### config.mk
export PLATFORM = sky130hd
export DESIGN_NAME = flash_pattern_gen
export DESIGN_NICKNAME = d
export VERILOG_FILES = /design/src/rtl/flash_pattern_gen.sv
export SDC_FILE = /design/constraint.sdc
export NUM_CORES = 1
export LEC_CHECK = 0
export ABC_AREA = 1
export CAP_MARGIN = 20
export CORE_UTILIZATION = 40
export CTS_CLUSTER_DIAMETER = 120
export CTS_CLUSTER_SIZE = 40
export DETAILED_ROUTE_END_ITERATION = 16
export PLACE_DENSITY_LB_ADDON = 0.2
export SKIP_CTS_REPAIR_TIMING = 1
export SYNTH_ARGS = -nofsm -noshare
export SYNTH_HDL_FRONTEND = slang
export SYNTH_SLANG_ARGS = --single-unit
### constraint.sdc
create_clock -name clk -period 2.1 [get_ports clk]
set_input_delay 0.525 -clock clk [delete_from_list [all_inputs] [get_ports clk]]
set_output_delay 0.525 -clock clk [all_outputs]
set_load 0.05 [all_outputs]
### src/rtl/flash_pattern_gen.sv
// Adjustable-rate flash pattern source for one bike-light flash mode.
// Rate is one-hot; phase advances every L = BASE_STEP << (NUM_RATES-1-idx) cycles.
module flash_pattern_gen #(
  parameter int unsigned NUM_RATES = 4,
  parameter int unsigned BASE_STEP = 1_250_000,
  parameter int unsigned CNT_W     = 24,
  parameter int unsigned PATTERN   = 0
) (
  input  logic                 clk,
  input  logic                 reset,
  input  logic                 shift_left,
  input  logic                 shift_right,
  output logic                 light,
  output logic [NUM_RATES-1:0] rate,
  output logic                 step_tick
);

  localparam logic [NUM_RATES-1:0] RATE_RST =
    NUM_RATES'(1) << (NUM_RATES / 2);

  // Terminal count (L-1) for a one-hot rate setting
  function automatic logic [CNT_W-1:0] last_cnt(
    input logic [NUM_RATES-1:0] r
  );
    logic [CNT_W-1:0] len;
    len = '0;
    for (int i = 0; i < NUM_RATES; i++) begin
      if (r[i]) len = CNT_W'(BASE_STEP) << (NUM_RATES - 1 - i);
    end
    return len - CNT_W'(1);
  endfunction

  logic [NUM_RATES-1:0] rate_q, rate_d;
  logic [CNT_W-1:0]     cnt_q, cnt_d;
  logic [2:0]           phase_q, phase_d;
  logic                 tick_q, tick_d;
  logic                 go_up, go_dn, rate_chg, wrap;

  always_comb begin
    go_up    = shift_left & ~shift_right & ~rate_q[NUM_RATES-1];
    go_dn    = shift_right & ~shift_left & ~rate_q[0];
    rate_chg = go_up | go_dn;
    rate_d   = rate_q;
    unique case (1'b1)
      go_up:   rate_d = rate_q << 1;
      go_dn:   rate_d = rate_q >> 1;
      default: rate_d = rate_q;
    endcase
  end

  always_comb begin
    wrap    = (cnt_q == last_cnt(rate_q));
    cnt_d   = (wrap | rate_chg) ? '0 : cnt_q + CNT_W'(1);
    phase_d = wrap ? phase_q + 3'd1 : phase_q;
    // Tick is registered: flag the cycle whose count will sit at L-1
    tick_d  = (cnt_d == last_cnt(rate_d));
  end

  always_ff @(posedge clk) begin
    if (reset) begin
      rate_q  <= RATE_RST;
      cnt_q   <= '0;
      phase_q <= 3'd0;
      tick_q  <= 1'b0;
    end else begin
      rate_q  <= rate_d;
      cnt_q   <= cnt_d;
      phase_q <= phase_d;
      tick_q  <= tick_d;
    end
  end

  generate
    if (PATTERN == 0) begin : g_square
      always_comb light = ~phase_q[2];
    end else begin : g_strobe
      always_comb light = (phase_q == 3'd0) | (phase_q == 3'd2);
    end
  endgenerate

  assign rate      = rate_q;
  assign step_tick = tick_q;

endmodule

After elaboration in Yosys (flattened, before gate mapping)
Cells that the tools add are included.

Muxes and demuxes: 10. Add/sub/neg operators: 4. Equality and inequality tests: 2. Bitwise gates (word level): 11.

Operator list (number): 2-to-1 mux 24 bit (9); equality test 24 bit (2); subtractor 24 x 1 -> 24 bit (second input constant) (2); adder 24 x 1 -> 24 bit (second input constant) (1); one-hot mux 4 bit (2 select lines) (1); NOT 1 bit (5); bitwise AND 1 bit (4); adder 3 x 1 -> 3 bit (second input constant) (1); OR 1 bit (2).

Input bits: 4. Output and inout bits: 6. Register bits: 32. Logic and storage cells: 31.

Depth between registers and ports, before layout
Gate-level depths: netlist (run 1).

Word-level depth: 10. Mapped depth: 19.

Worst setup path before layout (run 1)
No wires, ideal clock.

Path kind: register to register. Start: register rate_q[3] (netlist: rate[3]). End: register tick_q (netlist: step_tick). Clock period less this slack: 2.175 ns. Buffers on the path: 0. Arrival: 2.065 ns. Stages on the path, launching flop included: 16. Slack: -0.075 ns. Cell sequence: dfxtp_1 -> inv_2 -> nand2_1 -> nand2_1 -> nand2_1 -> nand2_1 -> inv_1 -> nand2_1 -> nor2_2 -> nand3_4 -> and2_1 -> nand2_1 -> xor2_1 -> nor2_1 -> nand2_1 -> nor2_1.

Cells in the longest elaborated chain, start to end: 9. Elaborated cells on any way between the ends: 15. Classes of those cells: add/sub: 2; eq/ne: 2; mux: 7; bitwise: 4.

RTL lines: from (decl) (line 33) `logic [NUM_RATES-1:0] rate_q, rate_d;`; from (signal assigned) (line 66) `rate_q <= rate_d;`; NOT 1 bit (line 40) `go_up = shift_left & ~shift_right & ~rate_q[NUM_RATES-1];`; bitwise AND 1 bit (line 40); one-hot mux 4 bit (2 select lines) (line 44) `unique case (1'b1)`; 2-to-1 mux 24 bit (4 in a row) (line 28) `if (r[i]) len = CNT_W'(BASE_STEP) << (NUM_RATES - 1 - i);`; subtractor 24 x 1 -> 24 bit (line 30) `return len - CNT_W'(1);`; equality test 24 bit * (line 56) `tick_d = (cnt_d == last_cnt(rate_d));`; to (signal assigned) (line 69) `tick_q <= tick_d;`; to (decl) (line 36) `logic tick_q, tick_d;`.

Every way passes the cells marked *; elsewhere a longest branch is shown, timed or not. A chain may end at the register's enable or synchronous reset.

Worst setup path in the final report (run 1)
Same ends and word-level chain as after synthesis.

==> summary.txt, run 1 <==
Run status
  – Outcome: finished with violations
  – Failing checks: negative setup slack

Drt
  – Drt wl/cell: 14.1 um
  – Vias: 3027
  – DR pass1 iterations: 5
  – Post-DR vias/cell: just over 5
  – Post-route ant nets: 0
  – Post-route DRC: 0
  – First DRT Iteration DRCs: a little under 200
  – WL final: around 8300 um

Finish
  – Growth of design area from synthesis to finish: 37.9%
  – Diode count: 0
  – Cell area after layout: approximately 0.0035 mm^2
  – Fin nets: 521
  – Cell Count, Final, Fillers Out: 590
  – Fillers: 610
  – Share of layout cells above drive strength 1: 0.262

Global routing
  – First-pass GRT wire length: 12900 um
  – Met1 Use GR: 0.336
  – Grt total ovfl: 0
  – Largest net degree at the start of global routing: 31
  – Top Usage Layer GRT: met2
  – Initial antenna violation count: 0
  – Met2 Track Usage GR: 0.452
  – GR Util met3: 0.0389
  – Vias in the first global route: ~2700
  – All-Layer GR Usage: 0.265

Yosys
  – Main combinational cell family by area after synthesis: simple AND/OR/NAND/NOR gates
  – Mapped Nets: 442
  – Synth Warn #: 0
  – Syn_area_per_cell: 5.83 um^2
  – Post-synth top area share: 0.252
  – Synth Cell Area: approximately 0.0025 mm^2
  – Largest cells by area after synthesis: dfxtp_1 (25%), nand2_1 (19%), nor2_1 (9.9%)
  – Post-synthesis cell type count: 33
  – Multiplexer share of the synthesized area: 0
  – Number of synthesized register bits: 32
  – XOR/XNOR Fraction of Synth Area: 0.0620
  – Synth Area in Adders: 0.00985
  – Yosys top cell by area: dfxtp_1
  – Cell count after synthesis: 436
  – Compound-Gate Fraction of Synth Area: 0.0384
  – Area share of and/or/nand/nor cells after synthesis: 0.518
  – Share of the yosys chip area belonging to registers: 0.252

Floorplan
  – Die height: slightly above 80 um
  – # IOs: 10
  – Core area: 0.00603 mm^2
  – Die Span X: 81.7 um
  – Row Count: 28
  – Starting Density: 0.422
  – Die ar.: 0.00668 mm^2

Min path
  – Worst Hold Class: register to register
  – Worst hold stages: 2

Critical path
  – CP peak stage delay: 0.36 ns
  – Crit start category: register
  – Crit end category: register
  – CP max FO: 16
  – Critical path data required time: 2.33 ns
  – Crit path DAT: 2.33 ns
  – Crit-path cells: inv_4, nand2_2, nor2_4, buf_4, nand2_1, nand2_1, inv_1, nand2_1, nor2_4, nand3_4, buf_12, nand3b_1, buf_4, nand2_1, nand4_1, nor2_1, nand2_1, nor2_1
  – Most used cell, CP: nand2_1
  – Critical path class: register to register
  – Slowest stage cell on the critical path: dfxtp_4
  – Register-to-Register Path Depth: 18

Pwr
  – Post-route total power: 0.00160 W
  – LEAKAGE: 1.73 nW
  – Power density over the cells: 458 mW/mm^2
  – Worst vdd ir: around 270 uV

STA
  – Achievable frequency: 476 MHz
  – Tmin final: 2.10 ns
  – RSZ-0062 raised after global routing: yes
  – Setup violators final: 1
  – Fin crit share: 1.00
  – Clk_skew: ~0.0077 ns
  – Smallest setup slack after layout: -0.00303 ns
  – Rel. slew slack: 0.667
  – Fin. Hold Viols: 0
  – Worst slew pin tran: 0.499 ns
  – Final Max Tran Viols: 0

Place
  – Dpl cell area: roughly 0.0032 mm^2
  – DP HPWL: 6570 um
  – PortBufs: 9
  – Placed Instances: 575
  – RD Place Congestion: 0.995

Clock tree
  – CTS tree: built
  – CTS Sinks: 32
  – CTS HTree Levels: 2
  – CTS clk-pin slew, worst paths: 0.07 ns
  – Worst-Skew Late Latency: a little under 0.3 ns
  – Clock root cell: clkbuf_8
  – CTS Buffer Depth: 2
  – Total CTS buffers: 5

Run
  – Max Cap Viol: 0
[cells by family after synthesis]
kind of cell / after synthesis
xor gates and xnor gates: 18
DFF: 32
and+or+nand+nor: 292
adders and majority gates: 2
buffers and inverters: 74
AOI/OAI and AO/OA: 18
[sequential cells by signal, indices dropped and copies added, names as in the netlist]
register / count
rate: 4
phase_q: 3
step_tick: 1
cnt_q: 24
[metrics by stage]
step / worst slack (ns) / hold WS [ns] / utilization / TNS (ns)
2_1_floorplan: 0.130 / 0.443 / - / 0
4_1_cts: -0.240 / 0.479 / 0.542 / -0.240
6_report: -0.00303 / 0.473 / 0.582 / -0.00303
3_3_place_gp: -0.466 / 0.457 / 0.526 / -1.27
5_1_grt: -0.235 / 0.495 / 0.582 / -0.240
3_5_place_dp: -0.523 / 0.465 / 0.526 / -1.59
[worst max-delay path, delay by kind of cell (launching register included)]
kind | cells | cell delay, ns
buffers and inverters | 5 | 0.57
flip-flops | 1 | 0.36
AND/OR/NAND/NOR | 13 | 1.08
[cells in the mapped netlist, drive strengths merged]
master and n:
or2 1, o21bai 1, o22ai 1, xor2 13, xnor2 5, buf 8
clkbuf 4, o21a 1, nand4 25, nor3 13, nand2 133, ha 2
dfxtp 32, clkinv 1, nand3b 3, nand3 44, nor4 1, nor2 71
a21oi 6, and2 1, a31oi 1, o21ai 8, inv 61
[power breakdown]
| group | switching [W] | internal (W) | leakage [nW] |
|---|---|---|---|
| registers | 0.0000121 | 0.000616 | 0.261 |
| logic | 0.000267 | 0.000172 | 1.42 |
| clock network | 0.000244 | 0.000292 | 0.0503 |
[layer usage]
layer / vias up / wire length, um
li1: 1545 / -
met1: 1366 / 3790
met2: 94 / 3850
met3: 22 / 486
met4: 0 / 231
met5: - / 0
[layout make-up]
type                    instances  area [um^2]  area share
flip-flops and latches         32          652       0.186
clock buffers                   7         96.3      0.0275
multi-input cells             330         1740       0.497
repair buffers                 84          684       0.195
well taps                      75         93.8      0.0268
inverters                      62          235      0.0671
[placed cells by master, fill, tap and decap left out, drive strengths merged]
cell type      Yosys  final
nor3              13     13
a31oi              1      1
buf                8     78
inv               61     61
nor4               1      1
xnor2              5      5
nand2            133    133
ha                 2      2
a21oi              6      6
o21ai              8      8
o21a               1      1
clkdlybuf4s50      0      3
or2                1      1
nand3b             3      3
o21bai             1      1
clkbuf             4      7
o22ai              1      1
nor2              71     71
nand4             25     25
clkinv             1      1
nand3             44     44
dlymetal6s2s       0      3
and2               1      1
xor2              13     13
dfxtp             32     32
[final timing paths]
check / slack (ns) / end / from
worst min register to register: 0.47 / phase_q[0] / phase_q[0]
worst max-delay path: -0.003 / step_tick / rate[3]
worst min-delay path: 0.47 / phase_q[0] / phase_q[0]
worst max register to register: -0.003 / step_tick / rate[3]
No activity file was read; power rests on OpenSTA's default activity.
==> inputs of run 2 (changes only) <==
CORE_UTILIZATION = 45   (was 40)
RECOVER_POWER = 100   (was default)
==> run 2 against run 1 <==
The flow still finishes with violations (negative setup slack); combinational power is 1% higher; die area is 11% lower; critical path depth is 1 lower; critical path type unchanged.
==> summary.txt, run 2 (synthesis gave the netlist of run 1 again) <==
Drt
  – Post-route DRC: 0
  – Drt wl/cell: roughly 15 um
  – DR pass1 iterations: 5
  – Post-DR vias/cell: 5.30
  – WL final: 8490 um
  – Post-route ant nets: 0
  – Vias: 3094
  – First DRT Iteration DRCs: 235

Pwr
  – Worst vdd ir: a little under 300 uV
  – P_sw: between 0.0005 and 0.0006 W
  – LEAKAGE: approximately 1.7 nW
  – Post-route total power: ~0.0017 W
  – Reg power frac: 0.380
  – Combinational power share: 0.268
  – Clk network pwr share: 0.352
  – Sw frac: 0.314
  – Power density over the cells: 475 mW/mm^2
  – Pint: 0.00114 W

Run
  – Max Cap Viol: 0

STA
  – Tmin final: 2.19 ns
  – Fin crit share: 1.04
  – Clk_skew: 0.00633 ns
  – Worst slew pin tran: 0.674 ns
  – Rel. slew slack: 0.551
  – Smallest setup slack after layout: -0.0884 ns
  – RSZ-0062 raised after global routing: yes
  – Final Max Tran Viols: 0
  – Achievable frequency: between 400 and 500 MHz
  – Fin. Hold Viols: 0
  – Setup violators final: 1

Global routing
  – First-pass GRT wire length: approximately 13000 um
  – Vias in the first global route: 2808
  – Met2 Track Usage GR: 0.446
  – Largest net degree at the start of global routing: 33
  – Top Usage Layer GRT: met2
  – GR Util met3: 0.0381
  – All-Layer GR Usage: 0.276
  – Met1 Use GR: 0.362
  – Grt total ovfl: 0
  – Initial antenna violation count: 0

Clock tree
  – Worst-Skew Late Latency: 0.28 ns
  – CTS Buffer Depth: 2
  – CTS clk-pin slew, worst paths: 0.07 ns
  – Clock root cell: clkbuf_8
  – CTS Sinks: 32
  – Total CTS buffers: 5
  – CTS HTree Levels: 2
  – CTS tree: built

Place
  – PortBufs: 9
  – RD Place Congestion: 0.920
  – DP HPWL: 6240 um
  – Place WS: -0.521 ns

Finish
  – Diode count: 0
  – Most common cell after layout, fill and taps aside: nand2_1
  – Share of layout cells above drive strength 1: 0.268
  – Fin nets: 519
  – Fillers: 494
  – Growth of design area from synthesis to finish: 37.8%
  – Max reg flops: 24
  – Reg with most FFs: cnt_q
  – Most frequent cells in the layout: nand2_1 (126), buf_4 (69), nor2_1 (60)

Critical path
  – CP max FO: 7
  – Critical path class: register to register
  – Crit end category: register
  – Critical path data required time: 2.32 ns
  – Crit path DAT: 2.41 ns
  – Crit start category: register

Floorplan
  – # IOs: 10
  – Die height: 77.1 um
  – Core area: 0.00527 mm^2
  – Die ar.: between 0.005 and 0.006 mm^2
  – Row Count: 26
  – Die Span X: 77.1 um
  – Starting Density: 0.482

Run status
  – Outcome: finished with violations
  – Failing checks: negative setup slack

Min path
  – Worst Hold Class: register to register
-- run 2: changes by cell type in the layout (fill, tap and decap cells not counted), sizes merged --
cell and delta:
buf -4, bufinv +1, clkbuf +1, clkdlybuf4s50 +1, clkinv +1, dlymetal6s2s -1
-- run 2: critical path: stages (launching register included) --
cell and delay (ns):
dfxtp_4 0.41, inv_6 0.05, nand2_2 0.11, nor2_4 0.05, buf_4 0.13, o21ai_0 0.14, nand2_1 0.11, nor2_4 0.15
nand3_4 0.15, clkbuf_16 0.20, buf_2 0.15, nand4_1 0.07, o21ai_1 0.09, clkinv_1 0.05, nand2_1 0.04, nor2_1 0.08
nand2_1 0.05, nor2_1 0.08
-- run 2: cell type report --
| type | count | area, um^2 | share of cell area |
|---|---|---|---|
| multi-input cells | 330 | 1720 | 0.492 |
| well taps | 70 | 87.6 | 0.0250 |
| clock buffers | 6 | 72.6 | 0.0207 |
| repair buffers | 82 | 681 | 0.194 |
| flip-flops and latches | 32 | 654 | 0.187 |
| inverters | 62 | 248 | 0.0707 |
| clock inverters | 2 | 35.0 | 0.0100 |
-- run 2: final timing paths --
| kind | end | from | depth (start not counted) | slack [ns] |
|---|---|---|---|---|
| worst max-delay path | step_tick | rate[2] | 17 | -0.09 |
| worst min-delay path | phase_q[2] | phase_q[2] | 1 | 0.50 |
| worst max register to register | step_tick | rate[2] | 17 | -0.09 |
| worst min register to register | phase_q[2] | phase_q[2] | 1 | 0.50 |
-- run 2: metrics by stage --
stage / instance area [um^2] / setup TNS, ns / cells / hold WS, ns / util
floorplan: 2550 / 0 / 436 / 0.443 / -
global placement: 3130 / -2.09 / 566 / 0.469 / 0.594
detailed placement: 3130 / -2.84 / 566 / 0.486 / 0.594
CTS: 3240 / -0.223 / 574 / 0.501 / 0.614
global route: 3500 / -0.638 / 584 / 0.516 / 0.665
finish: 3500 / -0.0884 / 584 / 0.501 / 0.665
-- run 2: power groups by stage --
stage	combinational (W)	clock [W]	sequential, W
CTS	0.000377	0.000596	0.000626
detailed placement	0.000375	0	0.000640
global route	0.000484	0.000630	0.000633
global placement	0.000372	0	0.000640
floorplan	0.000213	0	0.000658
finish	0.000446	0.000586	0.000632
-- run 2: routing by layer --
| metal | vias to the layer above | wire (um) |
|---|---|---|
| li1 | 1541 | - |
| met1 | 1415 | 3870 |
| met2 | 106 | 3850 |
| met3 | 32 | 440 |
| met4 | 0 | 333 |
| met5 | - | 0 |
==> inputs of run 3 (changes only) <==
CTS_CLUSTER_SIZE = 24   (was 40)
==> results of run 3 <==
The final DEF is identical to that of run 2; final timing and power are the same.
